--- config.mk ---
export PLATFORM = sky130hd
export DESIGN_NAME = gpr_mp
export DESIGN_NICKNAME = d
export VERILOG_FILES = /design/src/rtl/gpr_pkg.sv /design/src/rtl/gpr_scoreboard.sv /design/src/rtl/gpr_mp.sv
export SDC_FILE = /design/constraint.sdc
export NUM_CORES = 2
export LEC_CHECK = 0
export ABC_AREA = 0
export ABC_CLOCK_PERIOD_IN_PS = 2500
export CORE_UTILIZATION = 40
export CTS_CLUSTER_DIAMETER = 150
export CTS_CLUSTER_SIZE = 16
export DETAILED_ROUTE_END_ITERATION = 6
export HOLD_SLACK_MARGIN = 0.08
export PLACE_DENSITY = 0.68
export SETUP_SLACK_MARGIN = 0.4
export SLEW_MARGIN = 10
export SYNTH_ARGS = -nofsm -noshare
export SYNTH_HDL_FRONTEND = slang
export SYNTH_HIERARCHICAL = 1
export SYNTH_SLANG_ARGS = --single-unit
--- constraint.sdc ---
create_clock -name clk -period 2.5 [get_ports clk]
set_input_delay 0.25 -clock clk [delete_from_list [all_inputs] [get_ports clk]]
set_output_delay 0.25 -clock clk [all_outputs]
set_load 0.02 [all_outputs]
--- src/rtl/gpr_pkg.sv ---
// Shared definitions for the general-purpose register file and the units
// (decode, hazard) that index it.
package gpr_pkg;

    localparam int GPR_DW = 32;
    localparam int GPR_AW = 5;

    localparam int REG_ZERO = 0;
    localparam int REG_RA   = 31;

    typedef logic [GPR_AW-1:0] reg_idx_t;

endpackage : gpr_pkg

--- src/rtl/gpr_scoreboard.sv ---
// Pending-write scoreboard: one busy flag per register, set on issue and
// cleared by either writeback port, with issue taking priority.
module gpr_scoreboard
    import gpr_pkg::*;
#(
    parameter int AW = GPR_AW
) (
    input  logic                clk,
    input  logic                rst,
    input  logic                iss_v,
    input  logic [AW-1:0]       iss_rd,
    input  logic                we0,
    input  logic [AW-1:0]       wa0,
    input  logic                we1,
    input  logic [AW-1:0]       wa1,
    output logic [(1<<AW)-1:0]  busy_vec
);

    localparam int DEPTH = 1 << AW;

    logic [DEPTH-1:0] busy_d;
    logic [DEPTH-1:0] busy_q;

    // NOTE: every always_comb output gets a full default first, so no path
    // leaves it unassigned and no latch is inferred.
    always_comb begin
        busy_d = busy_q;
        for (int i = 1; i < DEPTH; i++) begin
            // A newly issued producer outranks a writeback from an older one.
            if (iss_v && iss_rd == AW'(i)) begin
                busy_d[i] = 1'b1;
            end else if ((we0 && wa0 == AW'(i)) || (we1 && wa1 == AW'(i))) begin
                busy_d[i] = 1'b0;
            end
        end
        busy_d[REG_ZERO] = 1'b0;
    end

    // NOTE: state is updated with non-blocking assignments so every flop
    // samples pre-edge values regardless of block evaluation order.
    always_ff @(posedge clk or negedge rst) begin
        if (!rst) begin
            busy_q <= '0;
        end else begin
            busy_q <= busy_d;
        end
    end

    assign busy_vec = busy_q;

endmodule : gpr_scoreboard

--- src/rtl/gpr_mp.sv ---
// Multi-port register file with two writeback ports and a busy scoreboard.
// Define GPR_BYPASS_EN to forward same-cycle writes onto the read ports.
module gpr_mp
    import gpr_pkg::*;
#(
    parameter int DW  = GPR_DW,
    parameter int AW  = GPR_AW,
    parameter int NRD = 2
) (
    input  logic                clk,
    input  logic                rst,
    input  logic [NRD*AW-1:0]   rd_addr,
    output logic [NRD*DW-1:0]   rd_data,
    output logic [NRD-1:0]      rd_busy,
    input  logic                we0,
    input  logic [AW-1:0]       wa0,
    input  logic [DW-1:0]       wd0,
    input  logic                we1,
    input  logic [AW-1:0]       wa1,
    input  logic [DW-1:0]       wd1,
    input  logic                iss_v,
    input  logic [AW-1:0]       iss_rd,
    output logic [(1<<AW)-1:0]  busy_vec
);

    localparam int DEPTH = 1 << AW;

    logic [DW-1:0] regs_d [DEPTH];
    logic [DW-1:0] regs_q [DEPTH];
    logic [AW-1:0] ra;

    gpr_scoreboard #(
        .AW(AW)
    ) u_scoreboard (
        .clk      (clk),
        .rst      (rst),
        .iss_v    (iss_v),
        .iss_rd   (iss_rd),
        .we0      (we0),
        .wa0      (wa0),
        .we1      (we1),
        .wa1      (wa1),
        .busy_vec (busy_vec)
    );

    // Port 1 is applied last so a load wins a same-address collision.
    always_comb begin
        regs_d = regs_q;
        if (we0 && wa0 != AW'(REG_ZERO)) begin
            regs_d[wa0] = wd0;
        end
        if (we1 && wa1 != AW'(REG_ZERO)) begin
            regs_d[wa1] = wd1;
        end
        regs_d[REG_ZERO] = '0;
    end

    // NOTE: the storage array is reset because the architecture requires
    // every register to read zero straight out of reset.
    always_ff @(posedge clk or negedge rst) begin
        if (!rst) begin
            regs_q <= '{default: '0};
        end else begin
            regs_q <= regs_d;
        end
    end

    always_comb begin
        rd_data = '0;
        rd_busy = '0;
        ra      = '0;
        for (int k = 0; k < NRD; k++) begin
            ra = rd_addr[k*AW +: AW];
            rd_data[k*DW +: DW] = (ra == AW'(REG_ZERO)) ? '0 : regs_q[ra];
            rd_busy[k]          = busy_vec[ra];
`ifdef GPR_BYPASS_EN
            // Forwarding is suppressed in reset so reads show the cleared file.
            if (rst && ra != AW'(REG_ZERO)) begin
                if (we1 && wa1 == ra) begin
                    rd_data[k*DW +: DW] = wd1;
                end else if (we0 && wa0 == ra) begin
                    rd_data[k*DW +: DW] = wd0;
                end
                if (((we0 && wa0 == ra) || (we1 && wa1 == ra)) &&
                    !(iss_v && iss_rd == ra)) begin
                    rd_busy[k] = 1'b0;
                end
            end
`endif
        end
    end

endmodule : gpr_mp

=== Word level (Yosys, flattened, before mapping) ===
Index checks and enable logic that the tools add are counted.
Widths: inputs -> output; s select.

* Register bits after elaboration: 1023
* Input port bits: 94
* Logic and storage cells: 412

* Magnitude comparators: 8
* Equal/unequal tests: 93
* Multiplexer cells: 82
* Bitwise gates (word level): 4
* Reductions and logical operators: 163

{| class="wikitable"
|+ Operators by type and width
! cell !! count
|-
| $bwmux 1024 || 2
|-
| $mux 1024 || 1
|-
| $mux 992 || 1
|-
| $bmux 32 s5 || 2
|-
| $demux 32 s5 || 2
|-
| $mux 32 || 8
|-
| $eq 5x5->1 const B || 48
|-
| $eq 5x4->1 const B || 24
|-
| $logic_and 1x1->1 || 97
|-
| $mux 1 || 64
|-
| $reduce_bool 2->1 || 31
|-
| $eq 5x3->1 const B || 12
|-
| $logic_or 1x1->1 || 31
|-
| $eq 5x2->1 const B || 6
|-
| $ge 6x6->1 const B || 4
|-
| $not 5->6 || 4
|-
| $eq 5x1->1 const B || 3
|-
| $lt 5x6->1 const B || 2
|-
| $lt 6x1->1 const B || 2
|-
| $bmux 1 s5 || 2
|-
| $logic_not 5->1 || 2
|-
| $reduce_bool 5->1 || 2
|}

=== Longest topological paths before layout ===
* Depth after elaboration: 9
* Gate-level depth with buffers: 10
* Depth with buffers taken out: 5

=== By module ===
Netlist, hierarchy kept.

{| class="wikitable"
|+ Modules (own cells, without submodules)
! module !! instances !! cells an instance !! area an instance (µm²) !! sequential area each (µm²)
|-
| gpr_mp || 1 || 6095 || 62727.7 || 24823.8
|-
| gpr_scoreboard || 1 || 152 || 1715.4 || 775.7
|}

=== Worst setup path before layout ===
OpenSTA, ideal clock, no wires.

* Path type: input-to-output
* Start: in rd_addr[5]
* End: out rd_data[48]
* Arrival time: 2020 ps
* Data required time: 2250 ps
* Setup slack: 230 ps
* Stages: 7
* Cells stage by stage: buf_4 buf_6 buf_2 mux4_2 mux2_2 o211ai_1 o21ai_0

* Longest elaborated chain between the ends: 5
* Elaborated cells between the ends (all ways): 6

{| class="wikitable"
|+ RTL lines
! element !! line !! text
|-
| start: declaration || gpr_mp.sv:12 || <nowiki>input logic [NRD*AW-1:0] rd_addr,</nowiki>
|-
| $not 5->6 (implied by the code) || gpr_mp.sv:74 || <nowiki>rd_data[k*DW +: DW] = (ra == AW'(REG_ZERO)) ? '0 : regs_q[ra];</nowiki>
|-
| $bmux 32 s5 || gpr_mp.sv:74 ||
|-
| $mux 32 (implied by the code) (2 in a row) || gpr_mp.sv:74 ||
|-
| $mux 32 * || gpr_mp.sv:74 ||
|-
| end: declaration || gpr_mp.sv:13 || <nowiki>output logic [NRD*DW-1:0] rd_data,</nowiki>
|}

Every way passes the cells marked *; elsewhere a longest branch is shown, timed or not. The select of a mux whose other input is x is not followed.

=== Final worst setup path ===
* Start: reg regs_q[797] in the netlist's numbering
* End: out rd_data[29]

* Longest elaborated chain between the ends: 4

{| class="wikitable"
|+ RTL lines
! element !! line !! text
|-
| start: declaration || gpr_mp.sv:29 || <nowiki>logic [DW-1:0] regs_q [DEPTH];</nowiki>
|-
| start signal: assignment || gpr_mp.sv:64 || <nowiki>regs_q <= regs_d;</nowiki>
|-
| $bmux 32 s5 || gpr_mp.sv:74 ||
|-
| $mux 32 (implied by the code) (2 in a row) || gpr_mp.sv:74 ||
|-
| $mux 32 || gpr_mp.sv:74 ||
|}

No other way between the ends. The select of a mux whose other input is x is not followed.

==> impl_metrics.tcl <==
set metrics [dict create \
    stdcell_count 8686 \
    fp-row-count 146 \
    period_needed_ns 2.87 \
    cp_slowest_cell "mux4_2" \
    grt_overflow_total 0 \
    cts_num_sinks 1023 \
    grt_usage_pct 32.9 \
    coreArea_sq_mm 0.159 \
    leakagePower_nw 33.0 \
    startpoint "regs_q[797]" \
    yosysSeqAreaShare_pct 39.7 \
    whs_ns 0.116 \
    wire_per_inst_um 31.6 \
    synthArstFlopShare_pct 100 \
    grt_max_degree 88 \
    fin_area_sq_mm 0.0773 \
    place.gp.congestion 0.979 \
    drt_pass1_iterations 7 \
    nets 6625 \
    initial_core_util_pct 40.5 \
    period_share_pct 115 \
    synth_cells 6247 \
    port_buffers 190 \
    via_per_inst 6.63 \
    crit_fanout 2 \
    remaining_drc_errors 0 \
    drive_above_1_share_pct 25.7 \
    vias 57595 \
    clk_latency_ns 0.72 \
    ys_seq_elements 1023 \
    fp.dieW_um 403 \
    drtIter0Drc 9116 \
    power_mw 54.8 \
    fin_util_pct 48.6 \
    hold_violations 0 \
    tightest_slew_ns 0.986 \
    worstSetupEndpointType "output pin" \
    critPathArrivalTime_ns 2.62 \
    fp.dieH_um 403 \
    synth_edf_count 0 \
    pin_count 192 \
    reg2reg_depth 5 \
    synth_area_per_cell_sq_um 10.3 \
    die_area_sq_mm 0.163 \
    fin_skew_ns 0 \
    powerDensity_mw_per_mm2 710 \
    ys_types 58 \
    worstPathCellList "mux4_2 > mux2_4 > a21oi_2 > o211ai_1 > buf_4" \
    slew_viol_final 0 \
    crit_required_ns 2.25 \
    syn-num-nets 6341 \
    ir_drop_mv 0.479 \
    start_kind "register" \
    routed_wl_um 275000 \
    critical_path_class "reg2out" \
    r2r-start "u_scoreboard/busy_vec[13]" \
    grt_first_pass_wirelength_um 392000 \
    rsz0062_at_grt "yes" \
    dpl.cell_count 8506 \
    placed_cell_area_sq_mm 0.0738 \
    finalSetupViolations 65 \
    fmax_ghz 0.349 \
    drv_cap 0 \
    hold_class "in2async" \
    root_buffer "clkbuf_16" \
    syn-cell-area_sq_mm 0.0644 \
    reg2reg_to "u_scoreboard/busy_vec[13]" \
    grt_pass1_vias 55420 \
    clk_path_buf_depth 3 \
    path_buf_inv 1 \
    cts.clk_slew.worst_paths_ns 0.08 \
    cts_tree "yes" \
    yosysWarnings 6 \
    synthFlopType "dfrtp_1" \
    dp_worst_setup_slack_ns -0.369 \
    cts_made_buffers 73 \
    htreeDepth 3 \
    max_stage_delay_ns 0.49 \
    violations "negative setup slack" \
    fin_ws_ns -0.368 \
    area_growth_pct 19.9 \
    final.setup.tns_ns -9.49 \
    hpwlAfterDp_um 179000 \
    ff2ff_setup_slack_ns 1.33 \
    status "complete, but fails checks" \
    antenna_found_initial 11 \
    relSlewSlack_pct 33.8 \
    critPathTopFamily "multiplexers" \
    antenna_left 0 \
]
-- placed cells by master, fill, tap and decap left out, types with 28 or more instances in the layout --
cell type / count
o21ai_2: 37
nand2_2: 28
a32oi_1: 93
a22oi_1: 56
a21oi_1: 713
nor3_1: 38
dfrtp_1: 1023
o21ai_0: 301
a22o_1: 31
mux4_2: 431
clkdlybuf4s50_1: 111
mux2i_1: 1046
nand2_1: 462
o21ai_1: 41
o211ai_1: 45
mux2_2: 91
nor2_1: 732
buf_4: 564
nor2b_1: 48
buf_6: 61
clkbuf_16: 76
a21oi_2: 30
buf_12: 184
-- per-layer routing --
| layer | vias up | routed length (um) | GRT usage, % |
|---|---|---|---|
| li1 | 23379 | - | - |
| met4 | 12 | 22200 | 22.9 |
| met2 | 4747 | 117000 | 47.6 |
| met5 | - | 74 | 0 |
| met1 | 28287 | 99600 | 42.3 |
| met3 | 1170 | 36200 | 9.68 |
-- cells by family (layout without fill, tap and decap cells) --
group	Yosys count	count (layout)	synth area share (%)
flops	1023	1023	39.7
mux	1592	1592	33.3
compound gates	1462	1462	13.0
other cells	1	4	0.00582
buf+inv	727	1017	4.77
simple gates	1442	1442	9.21
-- power breakdown --
group          internal (mW)  switching, mW
Combinational           9.81           8.48
Clock                   5.32           6.33
Sequential              21.0           3.92
-- cell usage after synthesis, types with 3 or more instances --
cell type	instances	area (sq um)
and4bb_4	3	48.8
buf_1	28	105
mux2_2	108	1220
nand2b_1	14	87.6
nand2_1	514	1930
clkbuf_1	492	1850
a22o_1	31	272
nor3_2	4	40.0
a31oi_1	32	200
mux2i_1	1052	10500
o2bb2ai_1	4	35.0
nor2b_1	56	350
a41oi_1	5	43.8
nor3_1	46	230
and4b_1	5	50.1
a22oi_2	3	37.5
buf_2	172	861
a211oi_1	6	45.0
and3_1	6	37.5
a32oi_1	93	815
nand3_1	12	60.1
a221oi_1	37	324
o21ai_0	335	1680
a21oi_1	743	3720
nor2_2	5	31.3
and4bb_2	3	37.5
buf_4	31	233
nor2_1	748	2810
nor3b_1	3	22.5
dfrtp_1	1023	25600
a22oi_1	56	420
nand4_1	3	18.8
and2b_1	3	22.5
mux4_2	431	9710
o21ai_1	49	245
o211ai_1	45	338
and2_1	7	43.8
o221ai_1	14	123
-- registers in the layout, summed over array words and instances, names as in the netlist --
name,flops
regs_q,992
u_scoreboard/busy_vec,31
-- final cells by class --
class / instances / area (sq um)
antenna: 3 / 7.51
clock buffer: 75 / 1860
clock inverter: 6 / 71.3
fill: 14078 / 81800
inverter: 1 / 3.75
multi-input combinational: 4497 / 37100
sequential: 1023 / 25600
tap: 2146 / 2690
timing repair buffer: 935 / 9970
-- worst max path at each step --
stage | end | slack [ns] | cells after the start
floorplan | rd_data[27] | 0.36 | 10
global placement | rd_data[10] | -0.33 | 9
detailed placement | rd_data[10] | -0.37 | 9
CTS | rd_data[29] | -0.34 | 5
global route | rd_data[29] | -0.41 | 5
finish | rd_data[29] | -0.37 | 5
-- what timing repair did --
| item | CTS | global route |
|---|---|---|
| pin swaps | 85 | 66 |
| gates cloned | 1 | 0 |
| hold buffers | 1 | 0 |
| buffers inserted | 69 | 25 |
| endpoints found under the hold margin | 506 | 0 |
| setup endpoints to repair | 67 | 66 |
| gates resized for setup | 279 | 71 |
Note: power is estimated with default switching activity, not from simulation.
